## config.mk

```make
export PLATFORM = sky130hd
export DESIGN_NAME = rsa_modexp_engine
export DESIGN_NICKNAME = d
export VERILOG_FILES = /design/src/rtl/rsa_pkg.sv /design/src/rtl/rsa_modmul.sv /design/src/rtl/rsa_modexp_engine.sv
export SDC_FILE = /design/constraint.sdc
export NUM_CORES = 1
export LEC_CHECK = 0
export BUFFER_PORTS_ARGS = -buffer_cell sky130_fd_sc_hd__buf_4
export CAP_MARGIN = 20
export CORE_UTILIZATION = 45
export CTS_CLUSTER_DIAMETER = 40
export DETAILED_ROUTE_END_ITERATION = 6
export MAX_ROUTING_LAYER = met4
export PLACE_DENSITY = 0.65
export SYNTH_ARGS = -nofsm -noshare
export SYNTH_HDL_FRONTEND = slang
export SYNTH_SLANG_ARGS = --single-unit
export TNS_END_PERCENT = 100
```

## constraint.sdc

```tcl
create_clock -name clk -period 9.2 [get_ports clk]
set_clock_uncertainty 0.1 [all_clocks]
set_input_delay 0.46 -clock clk [delete_from_list [all_inputs] [get_ports clk]]
set_output_delay 0.46 -clock clk [all_outputs]
set_load 0.05 [all_outputs]
```

## src/rtl/rsa_pkg.sv

```systemverilog
// Shared types and constants for the RSA modular-exponentiation engine.
// Holds the FSM state encoding, default widths and the fixed latency formula.
package rsa_pkg;

  localparam int RSA_W     = 26;
  localparam int RSA_EXP_W = 26;

  typedef enum logic [2:0] {IDLE, LOAD, MUL, SQR, FIN} state_t;

  // Accept edge to done cycle: one load cycle, 2*EXP_W modmuls of W+1 cycles, one finish cycle.
  function automatic int LAT(input int w, input int exp_w);
    return 2 + 2 * exp_w * (w + 1);
  endfunction

endpackage

```

## src/rtl/rsa_modmul.sv

```systemverilog
// Interleaved shift-add (Blakley) modular multiplier: p = a*b mod n, requires a,b < n.
// start cycle captures operands, W iteration cycles follow, done pulses W+1 cycles after start.
module rsa_modmul #(
  parameter int W = 26
) (
  input  logic         clk,
  input  logic         rst,
  input  logic         start,
  input  logic [W-1:0] a,
  input  logic [W-1:0] b,
  input  logic [W-1:0] n,
  output logic         done,
  output logic [W-1:0] p
);

  localparam int CW = (W > 1) ? $clog2(W) : 1;

  logic [W-1:0]  a_reg, b_reg, n_reg;
  logic [W:0]    acc_reg;
  logic [CW-1:0] cnt_reg;
  logic          busy_reg;

  logic [W:0] n_ext, dbl, red1, add, acc_next;

  // acc < n < 2^W, so the W+1-bit shift never loses a set bit.
  always_comb begin
    n_ext    = {1'b0, n_reg};
    dbl      = acc_reg << 1;
    red1     = (dbl >= n_ext) ? (dbl - n_ext) : dbl;
    add      = a_reg[W-1] ? (red1 + {1'b0, b_reg}) : red1;
    acc_next = (add >= n_ext) ? (add - n_ext) : add;
  end

  always_ff @(posedge clk) begin
    if (rst) begin
      a_reg    <= '0;
      b_reg    <= '0;
      n_reg    <= '0;
      acc_reg  <= '0;
      cnt_reg  <= '0;
      busy_reg <= 1'b0;
      done     <= 1'b0;
      p        <= '0;
    end else begin
      done <= 1'b0;
      if (start) begin
        a_reg    <= a;
        b_reg    <= b;
        n_reg    <= n;
        acc_reg  <= '0;
        cnt_reg  <= '0;
        busy_reg <= 1'b1;
      end else if (busy_reg) begin
        acc_reg <= acc_next;
        a_reg   <= a_reg << 1;
        cnt_reg <= cnt_reg + 1'b1;
        if (cnt_reg == CW'(W - 1)) begin
          busy_reg <= 1'b0;
          done     <= 1'b1;
          p        <= acc_next[W-1:0];
        end
      end
    end
  end

endmodule

```

## src/rtl/rsa_modexp_engine.sv

```systemverilog
// Constant-time right-to-left square-and-multiply: result = msg^exp mod modn.
// Optional operand check enabled by defining RSA_MOD_CHECK_EN.
module rsa_modexp_engine
  import rsa_pkg::*;
#(
  parameter int W     = RSA_W,
  parameter int EXP_W = RSA_EXP_W
) (
  input  logic             clk,
  input  logic             rst,
  input  logic             start,
  input  logic [W-1:0]     msg,
  input  logic [EXP_W-1:0] exp,
  input  logic [W-1:0]     modn,
  output logic             ready,
  output logic             done,
  output logic [W-1:0]     result,
  output logic             err
);

  localparam int IW = (EXP_W > 1) ? $clog2(EXP_W) : 1;

  state_t           state_reg;
  logic [W-1:0]     modn_reg, r_reg, base_reg;
  logic [EXP_W-1:0] exp_reg;
  logic [IW-1:0]    i_reg;
  logic             last_bit, skip;
  logic             mm_start, mm_done;
  logic [W-1:0]     mm_a, mm_b, mm_p;

`ifdef RSA_MOD_CHECK_EN
  logic bad_reg, err_reg;
  assign skip = bad_reg;
  assign err  = err_reg;
`else
  assign skip = 1'b0;
  assign err  = 1'b0;
`endif

  assign last_bit = (i_reg == IW'(EXP_W - 1));

  // Each modmul is launched in the cycle the previous one completes, so the new base
  // from a finishing square is forwarded straight from the multiplier output.
  assign mm_a     = (state_reg == MUL) ? base_reg : r_reg;
  assign mm_b     = (state_reg == SQR) ? mm_p : base_reg;
  assign mm_start = ((state_reg == LOAD) && !skip) ||
                    (mm_done && ((state_reg == MUL) || ((state_reg == SQR) && !last_bit)));

  rsa_modmul #(.W(W)) u_modmul (
    .clk   (clk),
    .rst   (rst),
    .start (mm_start),
    .a     (mm_a),
    .b     (mm_b),
    .n     (modn_reg),
    .done  (mm_done),
    .p     (mm_p)
  );

  always_ff @(posedge clk) begin
    if (rst) begin
      state_reg <= IDLE;
      ready     <= 1'b1;
      done      <= 1'b0;
      result    <= '0;
      modn_reg  <= '0;
      r_reg     <= '0;
      base_reg  <= '0;
      exp_reg   <= '0;
      i_reg     <= '0;
`ifdef RSA_MOD_CHECK_EN
      bad_reg   <= 1'b0;
      err_reg   <= 1'b0;
`endif
    end else begin
      case (state_reg)
        IDLE: begin
          if (start) begin
            modn_reg  <= modn;
            exp_reg   <= exp;
            base_reg  <= msg;
            r_reg     <= (modn > W'(1)) ? W'(1) : '0;
            i_reg     <= '0;
            ready     <= 1'b0;
            state_reg <= LOAD;
`ifdef RSA_MOD_CHECK_EN
            bad_reg   <= (modn < W'(2)) || (msg >= modn);
`endif
          end
        end
        LOAD: begin
          if (skip) begin
            state_reg <= FIN;
            done      <= 1'b1;
            result    <= '0;
`ifdef RSA_MOD_CHECK_EN
            err_reg   <= 1'b1;
`endif
          end else begin
            state_reg <= MUL;
          end
        end
        MUL: begin
          if (mm_done) begin
            if (exp_reg[0]) r_reg <= mm_p;
            exp_reg   <= exp_reg >> 1;
            state_reg <= SQR;
          end
        end
        SQR: begin
          if (mm_done) begin
            base_reg <= mm_p;
            if (last_bit) begin
              state_reg <= FIN;
              done      <= 1'b1;
              result    <= r_reg;
`ifdef RSA_MOD_CHECK_EN
              err_reg   <= 1'b0;
`endif
            end else begin
              i_reg     <= i_reg + 1'b1;
              state_reg <= MUL;
            end
          end
        end
        FIN: begin
          done      <= 1'b0;
          ready     <= 1'b1;
          state_reg <= IDLE;
        end
        default: state_reg <= IDLE;
      endcase
    end
  end

endmodule
```

# Word level (Yosys, flattened, before mapping)
# Cells that the tools add are included.
[word_totals]
reg_bits = 277
inputBits = 81
output_inout_bits = 29
wordCells = 98
[classes]
addsub = 5
magnitude_cmp = 3
n_eq_ne = 12
n_mux = 36
n_bitwise = 2
n_reduce_logical = 23
[op_table]
columns = ["cell", "n"]
rows = [
  ["$mux 26", 12],
  ["$pmux 26 s2", 3],
  ["$ge 27x26->1", 2],
  ["$mux 27", 2],
  ["$add 27x26->27", 1],
  ["$sub 27x26->27", 1],
  ["$gt 26x1->1 const B", 1],
  ["$sub 26x26->26", 1],
  ["$reduce_and 3->1", 6],
  ["$mux 5", 3],
  ["$mux 3", 4],
  ["$pmux 3 s4", 1],
  ["$add 5x1->5 const B", 2],
  ["$eq 5x5->1 const B", 2],
  ["$pmux 5 s2", 1],
  ["$reduce_bool 2->1", 5],
  ["$mux 1", 8],
  ["$ne 2x2->1 const B", 4],
  ["$reduce_and 4->1", 2],
  ["$eq 3x2->1 const B", 2],
  ["$ne 2x1->1 const B", 2],
  ["$pmux 1 s2", 2],
  ["$reduce_and 2->1", 2],
  ["$eq 3x1->1 const B", 1],
  ["8 further kinds", 11],
]

# Logic depth before layout (Yosys ltp)
# Gate-level depths: netlist (run 1).
[logic_depth]
ltp_word = 8
ltp_mapped = 37

# By module
# A second synthesis (run 1) with hierarchy kept.
[unflattened]
cells_unflattened = 2007
area_unflattened_um2 = 16502.1
[by_module_without_submodules]
columns = ["mod", "instances", "cells_each", "area_per_inst_um2", "seq_area_each_um2"]
rows = [
  ["rsa_modmul", 1, 1248, 10090.9, 2742.6],
  ["rsa_modexp_engine", 1, 759, 6411.1, 2802.7],
]

# Least setup slack after synthesis (run 1)
# No wires, ideal clock.
[synth_path]
path_type = "flip-flop to flip-flop"
startpoint = "register u_modmul.n_reg[8]"
endpoint = "register u_modmul.p[23]"
setup_ps = 79
t_arrival_ps = 6879
setup_slack_ps = 2142
stages_incl_launch_ff = 37
path_buffers = 5
cell_sequence = "dfxtp_1 > inv_1 > ha_1 > buf_2 > a21oi_1 > o21ai_1 > a221oi_1 > a32oi_1 > o211ai_2 > nand2_1 > buf_2 > buf_2 > nand2_1 > inv_1 > ha_1 > fa_1 > a211oi_1 > o211ai_1 > a21o_1 > o21ai_0 > nand2b_1 > a21oi_1 > xnor2_1 > mux2_2 > ha_1 > clkbuf_1 > a21oi_1 > o21ai_0 > a21o_1 > a31o_1 > a31o_2 > a31o_2 > nand4b_1 > and2_4 > buf_6 > mux2_4 > a211oi_2"
[synth_via]
elab_chain_len = 6
elab_cells_between_ends = 8
classes_between = "add/sub: 3; order compare: 2; mux: 3"
[synth_lines]
columns = ["element", "line_no", "text"]
rows = [
  ["from (decl)", "rsa_modmul.sv:18", "logic [W-1:0] a_reg, b_reg, n_reg;"],
  ["from (signal assigned)", "rsa_modmul.sv:49", "n_reg <= n;"],
  ["$sub 27x26->27 or $ge 27x26->1 (tied branches)", "rsa_modmul.sv:29", "red1 = (dbl >= n_ext) ? (dbl - n_ext) : dbl;"],
  ["$mux 27", "rsa_modmul.sv:29", ""],
  ["$add 27x26->27", "rsa_modmul.sv:30", "add = a_reg[W-1] ? (red1 + {1'b0, b_reg}) : red1;"],
  ["$mux 27", "rsa_modmul.sv:30", ""],
  ["$sub 26x26->26 or $ge 27x26->1 (tied branches)", "rsa_modmul.sv:31", "acc_next = (add >= n_ext) ? (add - n_ext) : add;"],
  ["$mux 26 *", "rsa_modmul.sv:31", ""],
  ["to (signal assigned)", "rsa_modmul.sv:60", "p <= acc_next[W-1:0];"],
  ["to (decl)", "rsa_modmul.sv:13", "output logic [W-1:0] p"],
]
# Mark *: on every way between the ends. The rest lies on a longest branch, timed or not.
# A chain may end at the register's enable or synchronous reset.

# Final worst setup path (run 1)
# Ends and elaborated chain as after synthesis.

==> qor_table.md, run 1 <==
| Group | Parameter | This run |
|:---|:---|:---|
| status | Status | complete, no violations |
| floorplan | Initial Utilization | 45.79% |
| sta | Setup violations, final | 0 |
| floorplan | Die Outline Area | 35900 um2 |
| yosys | Number of instances in the synthesized netlist | 2019 |
| global routing | Initial antenna violation count | 0 |
| cts | CTS Root Buffer Type | sky130_fd_sc_hd__clkbuf_16 |
| final layout | Most common library cell in the layout ignoring fill and taps | sky130_fd_sc_hd__nand2_1 |
| worst setup path | Arrival time worst endpoint | 8.84 ns |
| yosys | Ys flop type | sky130_fd_sc_hd__dfxtp_1 |
| detailed routing | First-pass DRT Iterations | 5 |
| yosys | Share of Yosys cell area claimed by the top area cell type | 35.06% |
| yosys | Synth area leaders | sky130_fd_sc_hd__dfxtp_1 (35%), sky130_fd_sc_hd__nand2_1 (7.7%), sky130_fd_sc_hd__a21oi_1 (6.5%) |
| worst setup path | Crit path buffers/inverters | 3 |
| worst setup path | End of the critical path | u_modmul.p[23]$_SDFFE_PP0P_ |
| sta | Max Clock Freq | 117.8 MHz |
| sta | Setup repair after global routing missed its margin | false |
| sta | Minimum clock period | 8.486 ns |
| detailed routing | Via-per-instance ratio | 5.829 |
| sta | Period utilization | 92.24% |
| worst setup path | Critical-path cell with the highest stage delay | sky130_fd_sc_hd__a221oi_1 |
| floorplan | Area of the core | 34540 um2 |
| yosys | Post-synth EDFFs | 0 |
| global routing | First-pass GRT wire length | 76130 um |
| place | Weighted congestion at the end of routability-driven global placement | 0.9404 |
| place | Number of buffers added on ports | 108 |
| worst setup path | Kind of capture point of the worst setup path | flip-flop |
| final layout | Post-layout instance count excluding filler cells | 2544 |
| worst setup path | Setup crit start | u_modmul.n_reg[8]$_SDFFE_PP0N_ |
| floorplan | Die X-Extent | 189.5 um |
| global routing | GR Util All Layers | 27.56% |
| floorplan | Total number of placement rows | 68 |
| worst setup path | Start-to-end type of the worst setup path | reg -> reg |
| detailed routing | Routed wire per std cell | 19.16 um |
| cts | Clock Latency Late Sink | 0.55 ns |
| sta | Worst rel slew slack | 28.15% |
| cts | Clock transition at path regs | 0.06 ns |
| sta | Final hold violations | 0 |
| final layout | Layout area overhead | 16.12% |
| worst setup path | FF-to-FF path depth | 30 |
| detailed routing | DRC violations left | 0 |
| final layout | Number of nets at the end of the flow | 2221 |
| cts | Clock H-tree levels | 2 |
| sta | Number of max-slew violations in the final report | 0 |
| cts | CTS buffer count | 42 |
| floorplan | Number of primary I/O pins | 110 |
| worst setup path | Depth of the critical timing path with buffers and inverters included | 30 |
| yosys | Yosys warns | 0 |
| detailed routing | First-iteration detailed-routing DRC count | 1131 |
| cts | Number of instances resized during post-cts repair | 0 |
| cts | Buffer depth of the longest clock path | 3 |
| worst setup path | Setup slack, reg-to-reg | 0.71 ns |
| final layout | Layout cells sized above 1 | 12.69% |
| yosys | Post-Syn Area | 15820 um2 |
| yosys | Mean area per synthesized cell | 7.834 um2 |
| worst setup path | Sort of element at the start of the critical path | flip-flop |
| floorplan | Vertical die dimension | 189.5 um |
| yosys | Nets in the synthesized netlist | 2185 |
| worst setup path | FF-to-FF End | u_modmul.p[23]$_SDFFE_PP0P_ |
| yosys | Proportion of synthesized flip-flops having asynchronous set or reset | 0% |
| cts | CTS hold repair buffers | 0 |
| run | Max-capacitance violation count | 0 |
| place | Placed cell count | 2461 |
| global routing | Grt ovf | 0 |
| global routing | Largest net degree at the start of global routing | 106 |
| final layout | Number of filler instances in the final layout | 3379 |
| cts | Buffer count from post-CTS setup fixing | 0 |
| cts | TritonCTS clock tree | yes |
| worst setup path | Cell class contributing the biggest share of worst-path delay | compound AO/OA/AOI/OAI gates |
| final layout | N_diodes | 0 |
| yosys | Count of different cell masters after synthesis | 76 |
| sta | Setup tns final | 0 ns |
| final layout | Register area | 5549 um2 |
| detailed routing | Top layer reached by signal wires | met4 |
| place | Post-detail-place hpwl | 34940 um |
| min path | Type of the most critical hold path | in -> reg |
| detailed routing | Vias | 14830 |
| yosys | Yosys reg bits | 277 |
| cts | Sinks on the clock net | 277 |
| worst setup path | Max stage delay on crit path | 0.58 ns |
| worst setup path | Beginning of the worst register-to-register path | u_modmul.n_reg[8]$_SDFFE_PP0N_ |
| detailed routing | Final routed wirelength across all metal layers | 48750 um |
| detailed routing | Post-route met1 wirelength | 22310 um |
| global routing | Via count of the first global-routing pass | 13740 |
| yosys | Cell type contributing the most total cell area after synthesis | sky130_fd_sc_hd__dfxtp_1 |
| final layout | Final core utilization | 53.17% |
| final layout | Total area of multi-input combinational cells | 9577 um2 |
| detailed routing | Total met2 wirelength after detailed routing | 22080 um |
| final layout | Most used cells in the layout excluding fill and tap cells | sky130_fd_sc_hd__nand2_1 (324), sky130_fd_sc_hd__dfxtp_1 (276), sky130_fd_sc_hd__a21oi_1 (206) |
| sta | Actual transition at the worst max-transition pin | 1.078 ns |
| worst setup path | Req. time, crit path | 9.55 ns |
| detailed routing | Remaining antenna violation count | 0 |
| yosys | Share of synthesized area occupied by flip-flops and latches | 35.06% |
| detailed routing | DR WL met3 | 2403 um |
| worst setup path | Largest fanout of any net on the critical path | 29 |
==> through the flow <==
| stage | hold WS, ns | area, um2 | worst slack [ns] |
|---|---|---|---|
| final | 0.06802 | 18370 | 0.7142 |
| after global routing | 0.06755 | 18370 | 0.1308 |
| after CTS | 0.05686 | 18280 | 0.8110 |
| after detailed placement | 0.3465 | 16810 | 0.8924 |
| after global placement | 0.3421 | 16810 | 1.192 |
| after floorplan | 0.3321 | 15820 | 2.142 |
==> logic make-up (layout without fill, tap and decap cells) <==
logic type	after synthesis	count (layout)	share of synthesized area, %
buffers and inverters	186	256	4.588
adders and majority gates	85	85	6.867
DFF	277	277	35.06
AOI/OAI and AO/OA	588	588	24.31
and+or+nand+nor	755	755	21.35
other	1	1	0.02371
muxes	58	58	3.979
xor gates and xnor gates	69	69	3.821
==> cell type report <==
type | count | area share (%)
clock buffer | 50 | 6.220
clock inverter | 28 | 1.792
inverter | 50 | 1.022
multi-input combinational | 1556 | 52.14
sequential | 277 | 30.21
tap | 455 | 3.100
timing repair buffer | 128 | 5.511
==> cells in the mapped netlist (all sizes together) (14+ instances only) <==
| master | count |
|---|---|
| ha | 82 |
| mux2 | 36 |
| a22oi | 26 |
| a21o | 17 |
| nand2b | 17 |
| o211ai | 15 |
| nand2 | 326 |
| nor4 | 14 |
| dfxtp | 277 |
| o21ai | 75 |
| nor2 | 201 |
| a311oi | 55 |
| xnor2 | 48 |
| nor3 | 46 |
| nand3 | 24 |
| nand4 | 17 |
| clkbuf | 124 |
| mux2i | 22 |
| a211oi | 113 |
| inv | 48 |
| xor2 | 21 |
| a21oi | 207 |
| and2 | 35 |
| nor2b | 31 |
==> worst register-to-register path: cells and delay by family, from the launching register on <==
family | cells | cell delay (ns)
flip-flops | 1 | 0.32
AND/OR/NAND/NOR | 5 | 1.70
XOR/XNOR | 1 | 0.11
multiplexers | 2 | 0.67
buffers and inverters | 3 | 0.50
adder cells (fa/ha/maj) | 3 | 1.06
AO/OA/AOI/OAI | 16 | 3.93
==> worst min path at each step <==
stage	start	depth (start not counted)	end	slack, ns
floorplan	modn_reg[10]$_SDFFE_PP0P_	2	u_modmul.n_reg[10]$_SDFFE_PP0N_	0.33
global placement	modn_reg[25]$_SDFFE_PP0P_	2	u_modmul.n_reg[25]$_SDFFE_PP0N_	0.34
detailed placement	modn_reg[19]$_SDFFE_PP0P_	2	modn_reg[19]$_SDFFE_PP0P_	0.35
CTS	modn[22]	3	modn_reg[22]$_SDFFE_PP0P_	0.06
global route	modn[0]	3	modn_reg[0]$_SDFFE_PP0P_	0.07
finish	modn[22]	3	modn_reg[22]$_SDFFE_PP0P_	0.07
==> layer usage <==
| metal | up-vias | global-route usage (%) |
|---|---|---|
| met5 | - | - |
| met4 | 0 | 11.41 |
| met3 | 94 | 2.966 |
| met2 | 433 | 41.98 |
| met1 | 6966 | 37.04 |
| li1 | 7336 | - |
Power of run 1 is not shown: default switching activity piles up to over one toggle a cycle in this logic, so the estimate is an artifact.
==> inputs of run 2 (changes only) <==
--- a/config.mk
+++ b/config.mk
@@ -14,5 +14,6 @@
 export PLACE_DENSITY = 0.65
 export SYNTH_ARGS = -nofsm -noshare
 export SYNTH_HDL_FRONTEND = slang
+export SYNTH_HIERARCHICAL = 1
 export SYNTH_SLANG_ARGS = --single-unit
 export TNS_END_PERCENT = 100
==> run 2 against run 1 <==
  * The run now ends with design-rule violations left
  * Hold slack worse by 0.017 ns
  * Worst setup slack better by 0.10 ns
  * Count of clock-buffer cells in the layout stayed put
  * Final cell count is 0.20% lower
  * Area after synthesis is 4.3% higher
  * Non-clock buffer count is 2 lower
  * Register-to-register slack better by 0.10 ns
  * Via count is 2.0% lower
  * First-iteration DRC count is 1.9% higher
  * Final area is 3.1% higher
  * Largest cell class unchanged
==> qor_table.md, run 2 <==
| Group | Parameter | This run | Delta |
|:---|:---|:---|:---|
| worst setup path | Crit path buffers/inverters | 1 | -2 |
| final layout | N_diodes | 0 | unchanged |
| detailed routing | Routed wire per std cell | 18.95 um | -1.1% |
| detailed routing | Top layer reached by signal wires | met4 |  |
| global routing | GR Util All Layers | 26.10% | -1.5 points |
| detailed routing | First-iteration detailed-routing DRC count | 1152 | +1.9% |
| floorplan | Number of primary I/O pins | 110 | unchanged |
| cts | CTS Root Buffer Type | sky130_fd_sc_hd__clkbuf_16 |  |
| min path | Type of the most critical hold path | in -> reg |  |
| yosys | Synth area leaders | sky130_fd_sc_hd__dfxtp_1 (34%), sky130_fd_sc_hd__mux2i_1 (7.8%), sky130_fd_sc_hd__nand2_1 (6.9%) |  |
| sta | Period utilization | 91.14% | -1.1 points |
| cts | Sinks on the clock net | 277 | unchanged |
| final layout | Layout area overhead | 14.77% |  |
| yosys | Ys flop type | sky130_fd_sc_hd__dfxtp_1 |  |
| cts | Clock H-tree levels | 2 | unchanged |
| cts | Clock transition at path regs | 0.05 ns | about the same |
| global routing | Initial antenna violation count | 0 | unchanged |
| min path | Hold wc startpoint | modn[9] |  |
| floorplan | Total number of placement rows | 69 | +1.5% |
| floorplan | Die X-Extent | 193.5 um | +2.1% |
| sta | Setup repair after global routing missed its margin | false |  |
| yosys | Yosys reg bits | 277 | unchanged |
| detailed routing | DR WL met3 | 2885 um | +20% |
| cts | CTS buffer count | 43 | +2.4% |
| worst setup path | Start-to-end type of the worst setup path | reg -> reg |  |
| detailed routing | Vias | 14540 | -2.0% |
| worst setup path | Kind of capture point of the worst setup path | flip-flop |  |
| sta | Worst rel slew slack | 27.56% | -0.59 points |
| yosys | Share of Yosys cell area claimed by the top area cell type | 33.60% | -1.5 points |
| place | Number of buffers added on ports | 108 | unchanged |
| yosys | Post-Syn Area | 16500 um2 | +4.3% |
| floorplan | Vertical die dimension | 193.5 um | +2.1% |
| yosys | Nets in the synthesized netlist | 2173 | -0.55% |
| final layout | Most common library cell in the layout ignoring fill and taps | sky130_fd_sc_hd__nand2_1 |  |
| detailed routing | Via-per-instance ratio | 5.725 | -1.8% |
| place | Weighted congestion at the end of routability-driven global placement | 0.9693 | +3.1% |
| detailed routing | Remaining antenna violation count | 0 | unchanged |
| yosys | Post-synth EDFFs | 0 | unchanged |
| worst setup path | Sort of element at the start of the critical path | flip-flop |  |
| cts | CTS hold repair buffers | 0 | unchanged |
| detailed routing | Final routed wirelength across all metal layers | 48120 um | -1.3% |
| floorplan | Area of the core | 35830 um2 | +3.7% |
| global routing | Largest net degree at the start of global routing | 121 | +14% |
| worst setup path | Beginning of the worst register-to-register path | u_modmul/n_reg[8]$_SDFFE_PP0P_ |  |
| detailed routing | Total met2 wirelength after detailed routing | 20740 um | -6.1% |
| detailed routing | DRC violations left | 10 | +10 |
| yosys | Proportion of synthesized flip-flops having asynchronous set or reset | 0% | unchanged |
| worst setup path | Cell class contributing the biggest share of worst-path delay | compound AO/OA/AOI/OAI gates |  |
| sta | Minimum clock period | 8.385 ns | -0.1013 ns |
| place | Post-detail-place hpwl | 34610 um | -0.94% |
| worst setup path | Req. time, crit path | 9.50 ns | -0.05 ns |
| detailed routing | Post-route met1 wirelength | 22520 um | +0.91% |
| detailed routing | First-pass DRT Iterations | 7 | +2 |
| cts | TritonCTS clock tree | yes |  |
| sta | Setup tns final | 0 ns | unchanged |
| worst setup path | CP dominant cell by count | sky130_fd_sc_hd__ha_1 |  |
| yosys | Commonest cells in the synthesized netlist | sky130_fd_sc_hd__nand2_1 (305), sky130_fd_sc_hd__dfxtp_1 (277), sky130_fd_sc_hd__nor2_1 (244) |  |
| worst setup path | Max stage delay on crit path | 0.61 ns | +0.03 ns |
| worst setup path | Arrival time worst endpoint | 8.68 ns | -0.16 ns |
| cts | Buffer depth of the longest clock path | 3 | unchanged |
| worst setup path | Largest fanout of any net on the critical path | 25 | -14% |
| global routing | Via count of the first global-routing pass | 13650 | -0.68% |
| yosys | Most frequent cell after synthesis | sky130_fd_sc_hd__nand2_1 |  |
| yosys | Number of instances in the synthesized netlist | 2007 | -0.59% |
| final layout | Layout cells sized above 1 | 15.30% | +2.6 points |
| floorplan | Die Outline Area | 37440 um2 | +4.3% |
| run | Max-capacitance violation count | 0 | unchanged |
| cts | Buffer count from post-CTS setup fixing | 0 | unchanged |
| final layout | Number of nets at the end of the flow | 2213 | -0.36% |
| yosys | Share of synthesized area occupied by flip-flops and latches | 33.60% | -1.5 points |
| cts | Clock Latency Late Sink | 0.57 ns | +0.02 ns |
| final layout | Most used cells in the layout excluding fill and tap cells | sky130_fd_sc_hd__nand2_1 (305), sky130_fd_sc_hd__dfxtp_1 (276), sky130_fd_sc_hd__nor2_1 (242) |  |
| sta | Number of max-slew violations in the final report | 0 | unchanged |
| yosys | Count of different cell masters after synthesis | 83 | +9.2% |
| worst setup path | Critical-path cell with the highest stage delay | sky130_fd_sc_hd__o31ai_1 |  |
| status | Failing checks | design-rule violations |  |
| yosys | Yosys warns | 6 | +6 |
| global routing | Grt ovf | 0 | unchanged |
| sta | Setup violations, final | 0 | unchanged |
| sta | Max Clock Freq | 119.3 MHz | +1.2% |
| sta | Final hold violations | 0 | unchanged |
| floorplan | Initial Utilization | 46.06% | +0.27 points |
| worst setup path | Setup crit start | u_modmul/n_reg[8]$_SDFFE_PP0P_ |  |
| cts | Number of instances resized during post-cts repair | 0 | unchanged |
| status | Status | finished with violations |  |
| yosys | Cell type contributing the most total cell area after synthesis | sky130_fd_sc_hd__dfxtp_1 |  |
| sta | Actual transition at the worst max-transition pin | 1.087 ns | +0.008778 ns |
| global routing | First-pass GRT wire length | 75470 um | -0.86% |
| yosys | Mean area per synthesized cell | 8.222 um2 | +5.0% |
-- run 2: cell count changes after synthesis, sizes merged, moves of 16 or more --
| cell | delta |
|---|---|
| a22oi | -23 |
| buf | +43 |
| a211oi | -48 |
| nor3 | -23 |
| nand3 | +23 |
| mux2i | +106 |
| and2 | -28 |
| clkbuf | -48 |
| nor2b | -19 |
| nand2 | -21 |
| a311oi | -27 |
| nor2 | +43 |
| mux2 | +16 |
-- run 2: layout make-up --
class / instances / area, um2
clock inverter: 26 / 364.1
inverter: 51 / 191.4
tap: 461 / 576.8
clock buffer: 50 / 1164
fill: 3387 / 16890
sequential: 277 / 5547
multi-input combinational: 1548 / 10140
timing repair buffer: 126 / 959.7
-- run 2: routing by layer --
layer	track usage [%]	vias up
li1	-	7198
met5	-	-
met4	11.50	0
met1	34.91	6815
met2	38.55	437
met3	4.393	87
-- run 2: through the flow --
stage	hold slack [ns]	util [%]	cells	cell area [um2]	setup WS (ns)
2_1_floorplan	0.3360	-	2007	16500	2.366
3_3_place_gp	0.3459	48.56	2462	17400	1.124
3_5_place_dp	0.3484	48.60	2463	17410	0.9745
4_1_cts	0.01886	52.86	2539	18940	0.9558
5_1_grt	0.03812	52.86	2539	18940	0.1243
6_report	0.05059	52.86	2539	18940	0.8155
-- run 2: cells by family (layout without fill, tap and decap cells) --
kind of cell | count (synthesis) | in the layout | share of synthesized area [%]
xor gates and xnor gates | 64 | 64 | 3.442
other | 1 | 1 | 0.02272
and+or+nand+nor | 709 | 709 | 18.51
DFF | 277 | 277 | 33.60
AOI/OAI and AO/OA | 509 | 509 | 21.38
muxes | 180 | 180 | 11.31
adders and majority gates | 85 | 85 | 6.581
buffers and inverters | 182 | 253 | 5.148
-- run 2: path summary, 6_finish.rpt --
| kind | end | slack, ns | cells after the start |
|---|---|---|---|
| worst min register to register | result[24]$_SDFFE_PP0P_ | 0.35 | 2 |
| worst max-delay path | u_modmul/acc_reg[18]$_SDFFE_PP0P_ | 0.82 | 27 |
| worst max register to register | u_modmul/acc_reg[18]$_SDFFE_PP0P_ | 0.82 | 27 |
| worst min-delay path | modn_reg[9]$_SDFFE_PP0P_ | 0.05 | 3 |
-- run 2: worst reg2reg max path, cell delays in order, from the launching register on --
cell                       delay (ns)
sky130_fd_sc_hd__dfxtp_1         0.33
sky130_fd_sc_hd__inv_1           0.06
sky130_fd_sc_hd__ha_1            0.45
sky130_fd_sc_hd__nand4_1         0.18
sky130_fd_sc_hd__or3_1           0.40
sky130_fd_sc_hd__a31oi_1         0.27
sky130_fd_sc_hd__o41a_1          0.21
sky130_fd_sc_hd__or2_1           0.53
sky130_fd_sc_hd__mux2_2          0.43
sky130_fd_sc_hd__ha_1            0.36
sky130_fd_sc_hd__o211ai_1        0.10
sky130_fd_sc_hd__o21ai_0         0.38
sky130_fd_sc_hd__nor2_1          0.09
sky130_fd_sc_hd__o41ai_1         0.54
sky130_fd_sc_hd__a21o_1          0.19
sky130_fd_sc_hd__a21oi_1         0.07
sky130_fd_sc_hd__xnor2_1         0.13
sky130_fd_sc_hd__mux2_2          0.30
sky130_fd_sc_hd__ha_1            0.38
sky130_fd_sc_hd__and3_1          0.24
sky130_fd_sc_hd__and3_1          0.21
sky130_fd_sc_hd__nand2_1         0.08
sky130_fd_sc_hd__o211a_1         0.29
sky130_fd_sc_hd__o31ai_1         0.61
sky130_fd_sc_hd__a41oi_1         0.32
sky130_fd_sc_hd__nand3_4         0.46
sky130_fd_sc_hd__mux2i_1         0.40
sky130_fd_sc_hd__a21oi_1         0.12
Power of run 2 is left out for the same reason.
==> inputs of run 3 (changes only) <==
--- a/config.mk
+++ b/config.mk
@@ -7,11 +7,11 @@
 export LEC_CHECK = 0
 export BUFFER_PORTS_ARGS = -buffer_cell sky130_fd_sc_hd__buf_4
 export CAP_MARGIN = 20
-export CORE_UTILIZATION = 45
+export CORE_UTILIZATION = 37
 export CTS_CLUSTER_DIAMETER = 40
 export DETAILED_ROUTE_END_ITERATION = 6
 export MAX_ROUTING_LAYER = met4
-export PLACE_DENSITY = 0.65
+export PLACE_DENSITY = 0.56
 export SYNTH_ARGS = -nofsm -noshare
 export SYNTH_HDL_FRONTEND = slang
 export SYNTH_HIERARCHICAL = 1
==> run 3 against run 2 <==
  * Wire length increased by 3.4%
  * Highest routed layer unchanged
  * Final area grew 1.7%
  * The run now ends clean
  * Hold slack worse by 0.016 ns
  * Sequential cell count unchanged
==> qor_table.md, run 3 (synthesis gave the netlist of run 2 again) <==
| Group | Parameter | This run | Delta |
|:---|:---|:---|:---|
| cts | CTS Root Buffer Type | sky130_fd_sc_hd__clkbuf_16 |  |
| global routing | First-pass GRT wire length | 76170 um | +0.92% |
| final layout | Layout cells sized above 1 | 15.54% | +0.24 points |
| detailed routing | DRC violations left | 0 | -10 |
| cts | Buffer depth of the longest clock path | 3 | unchanged |
| place | Number of buffers added on ports | 108 | unchanged |
| floorplan | Number of primary I/O pins | 110 | unchanged |
| cts | CTS buffer count | 47 | +9.3% |
| detailed routing | Via-per-instance ratio | 5.443 | -4.9% |
| sta | Actual transition at the worst max-transition pin | 1.211 ns | +0.1244 ns |
| cts | Clock transition at path regs | 0.06 ns | about the same |
| sta | Worst rel slew slack | 18.65% | -8.9 points |
| global routing | Initial antenna violation count | 0 | unchanged |
| cts | Sinks on the clock net | 277 | unchanged |
| global routing | Largest net degree at the start of global routing | 154 | +27% |
| detailed routing | First-pass DRT Iterations | 6 | -1 |
| worst setup path | Req. time, crit path | 9.58 ns | +0.08 ns |
| place | Post-detail-place hpwl | 35690 um | +3.1% |
| cts | TritonCTS clock tree | yes |  |
| sta | Setup repair after global routing missed its margin | false |  |
| min path | Hold wc startpoint | modn[1] |  |
| global routing | Grt ovf | 0 | unchanged |
| floorplan | Area of the core | 44120 um2 | +23% |
| sta | Final hold violations | 0 | unchanged |
| floorplan | Die X-Extent | 213.2 um | +10% |
| global routing | Via count of the first global-routing pass | 13520 | -0.99% |
| floorplan | Total number of placement rows | 77 | +12% |
| worst setup path | Start-to-end type of the worst setup path | reg -> reg |  |
| final layout | Layout area overhead | 16.76% |  |
| detailed routing | Vias | 14570 | +0.23% |
| worst setup path | Largest fanout of any net on the critical path | 25 | unchanged |
| worst setup path | Setup crit start | u_modmul/n_reg[8]$_SDFFE_PP0P_ |  |
| final layout | Most common library cell in the layout ignoring fill and taps | sky130_fd_sc_hd__nand2_1 |  |
| detailed routing | Remaining antenna violation count | 0 | unchanged |
| run | Max-capacitance violation count | 0 | unchanged |
| worst setup path | Arrival time worst endpoint | 8.94 ns | +0.26 ns |
| worst setup path | Sort of element at the start of the critical path | flip-flop |  |
| floorplan | Die Outline Area | 45450 um2 | +21% |
| status | Status | complete, no violations |  |
| sta | Max Clock Freq | 116.9 MHz | -2.0% |
| place | Weighted congestion at the end of routability-driven global placement | 0.9529 | -1.7% |
| cts | Clock H-tree levels | 2 | unchanged |
| worst setup path | Kind of capture point of the worst setup path | flip-flop |  |
| sta | Number of max-slew violations in the final report | 0 | unchanged |
| detailed routing | Final routed wirelength across all metal layers | 49770 um | +3.4% |
| worst setup path | Setup slack, reg-to-reg | 0.64 ns | -0.17 ns |
| sta | Setup tns final | 0 ns | unchanged |
| final layout | N_diodes | 0 | unchanged |
| cts | Clock Latency Late Sink | 0.58 ns | about the same |
| cts | CTS hold repair buffers | 0 | unchanged |
| final layout | Number of nets at the end of the flow | 2214 | +0.045% |
| worst setup path | Beginning of the worst register-to-register path | u_modmul/n_reg[8]$_SDFFE_PP0P_ |  |
| min path | Type of the most critical hold path | in -> reg |  |
| detailed routing | Routed wire per std cell | 18.59 um | -1.9% |
| final layout | Number of filler instances in the final layout | 4452 | +31% |
| detailed routing | First-iteration detailed-routing DRC count | 1109 | -3.7% |
| sta | Minimum clock period | 8.556 ns | +0.1715 ns |
| sta | Period utilization | 93.00% | +1.9 points |
| floorplan | Initial Utilization | 37.40% | -8.7 points |
| floorplan | Vertical die dimension | 213.2 um | +10% |
| cts | Buffer count from post-CTS setup fixing | 0 | unchanged |
| global routing | GR Util All Layers | 22.19% | -3.9 points |
| sta | Setup violations, final | 0 | unchanged |
| final layout | Most used cells in the layout excluding fill and tap cells | sky130_fd_sc_hd__nand2_1 (305), sky130_fd_sc_hd__dfxtp_1 (276), sky130_fd_sc_hd__nor2_1 (242) |  |
| cts | Number of instances resized during post-cts repair | 0 | unchanged |
-- run 3: changes by cell type in the layout (fill, tap and decap cells not counted), moves of 2 or more --
cell / before / now
sky130_fd_sc_hd__buf_16: 0 / 2
sky130_fd_sc_hd__buf_4: 124 / 119
sky130_fd_sc_hd__clkbuf_16: 44 / 48
sky130_fd_sc_hd__inv_6: 3 / 6
sky130_fd_sc_hd__inv_8: 1 / 3
-- run 3: per-stage QoR --
step / instances / utilization, % / hold WS [ns] / area [um2] / setup WS [ns]
floorplan: 2007 / - / 0.3360 / 16500 / 2.366
global placement: 2589 / 39.76 / 0.3459 / 17550 / 0.9511
detailed placement: 2590 / 39.83 / 0.3483 / 17570 / 0.7451
CTS: 2676 / 43.60 / 0.001872 / 19240 / 0.7148
global route: 2677 / 43.67 / 0.02145 / 19270 / 0.2027
finish: 2677 / 43.67 / 0.03434 / 19270 / 0.6440
-- run 3: worst max-delay path, cell delays in order (launching register included) --
cell                       delay, ns
sky130_fd_sc_hd__dfxtp_1        0.32
sky130_fd_sc_hd__inv_1          0.08
sky130_fd_sc_hd__ha_1           0.45
sky130_fd_sc_hd__nand4_1        0.25
sky130_fd_sc_hd__or3_1          0.42
sky130_fd_sc_hd__a31oi_1        0.40
sky130_fd_sc_hd__o41a_1         0.22
sky130_fd_sc_hd__or2_1          0.52
sky130_fd_sc_hd__mux2_2         0.43
sky130_fd_sc_hd__ha_1           0.35
sky130_fd_sc_hd__o211ai_1       0.12
sky130_fd_sc_hd__o21ai_0        0.40
sky130_fd_sc_hd__nor2_1         0.08
sky130_fd_sc_hd__o41ai_1        0.54
sky130_fd_sc_hd__a21o_1         0.19
sky130_fd_sc_hd__a21oi_1        0.07
sky130_fd_sc_hd__xnor2_1        0.14
sky130_fd_sc_hd__mux2_2         0.30
sky130_fd_sc_hd__ha_1           0.35
sky130_fd_sc_hd__and3_1         0.25
sky130_fd_sc_hd__a221o_1        0.30
sky130_fd_sc_hd__a21oi_1        0.22
sky130_fd_sc_hd__o211a_1        0.27
sky130_fd_sc_hd__o31ai_1        0.13
sky130_fd_sc_hd__a41oi_1        0.38
sky130_fd_sc_hd__nand3_4        0.49
sky130_fd_sc_hd__mux2_1         0.52
sky130_fd_sc_hd__o22ai_1        0.17
-- run 3: cell type report --
type | count | area (um2) | share of cell area (%)
inverter | 51 | 191.4 | 0.9936
timing repair buffer | 123 | 982.2 | 5.098
clock buffer | 56 | 1281 | 6.650
sequential | 277 | 5549 | 28.80
multi-input combinational | 1548 | 10140 | 52.61
tap | 592 | 740.7 | 3.844
clock inverter | 30 | 385.4 | 2.000
-- run 3: path summary, 6_finish.rpt --
| check | to | depth (start not counted) |
|---|---|---|
| max | u_modmul/p[0]$_SDFFE_PP0P_ | 27 |
| min | modn_reg[1]$_SDFFE_PP0P_ | 3 |
| max reg2reg | u_modmul/p[0]$_SDFFE_PP0P_ | 27 |
| min reg2reg | result[21]$_SDFFE_PP0P_ | 2 |
-- run 3: routing by layer --
metal / routed length [um] / part of all wire, % / GRT usage (%) / vias to the layer above
li1: - / - / - / 7243
met1: 23380 / 47 / 29.86 / 6846
met2: 22360 / 45 / 34.04 / 395
met3: 2621 / 5.3 / 3.148 / 87
met4: 1414 / 2.8 / 7.315 / 0
met5: 0 / 0 / - / -
Power of run 3 is left out for the same reason.
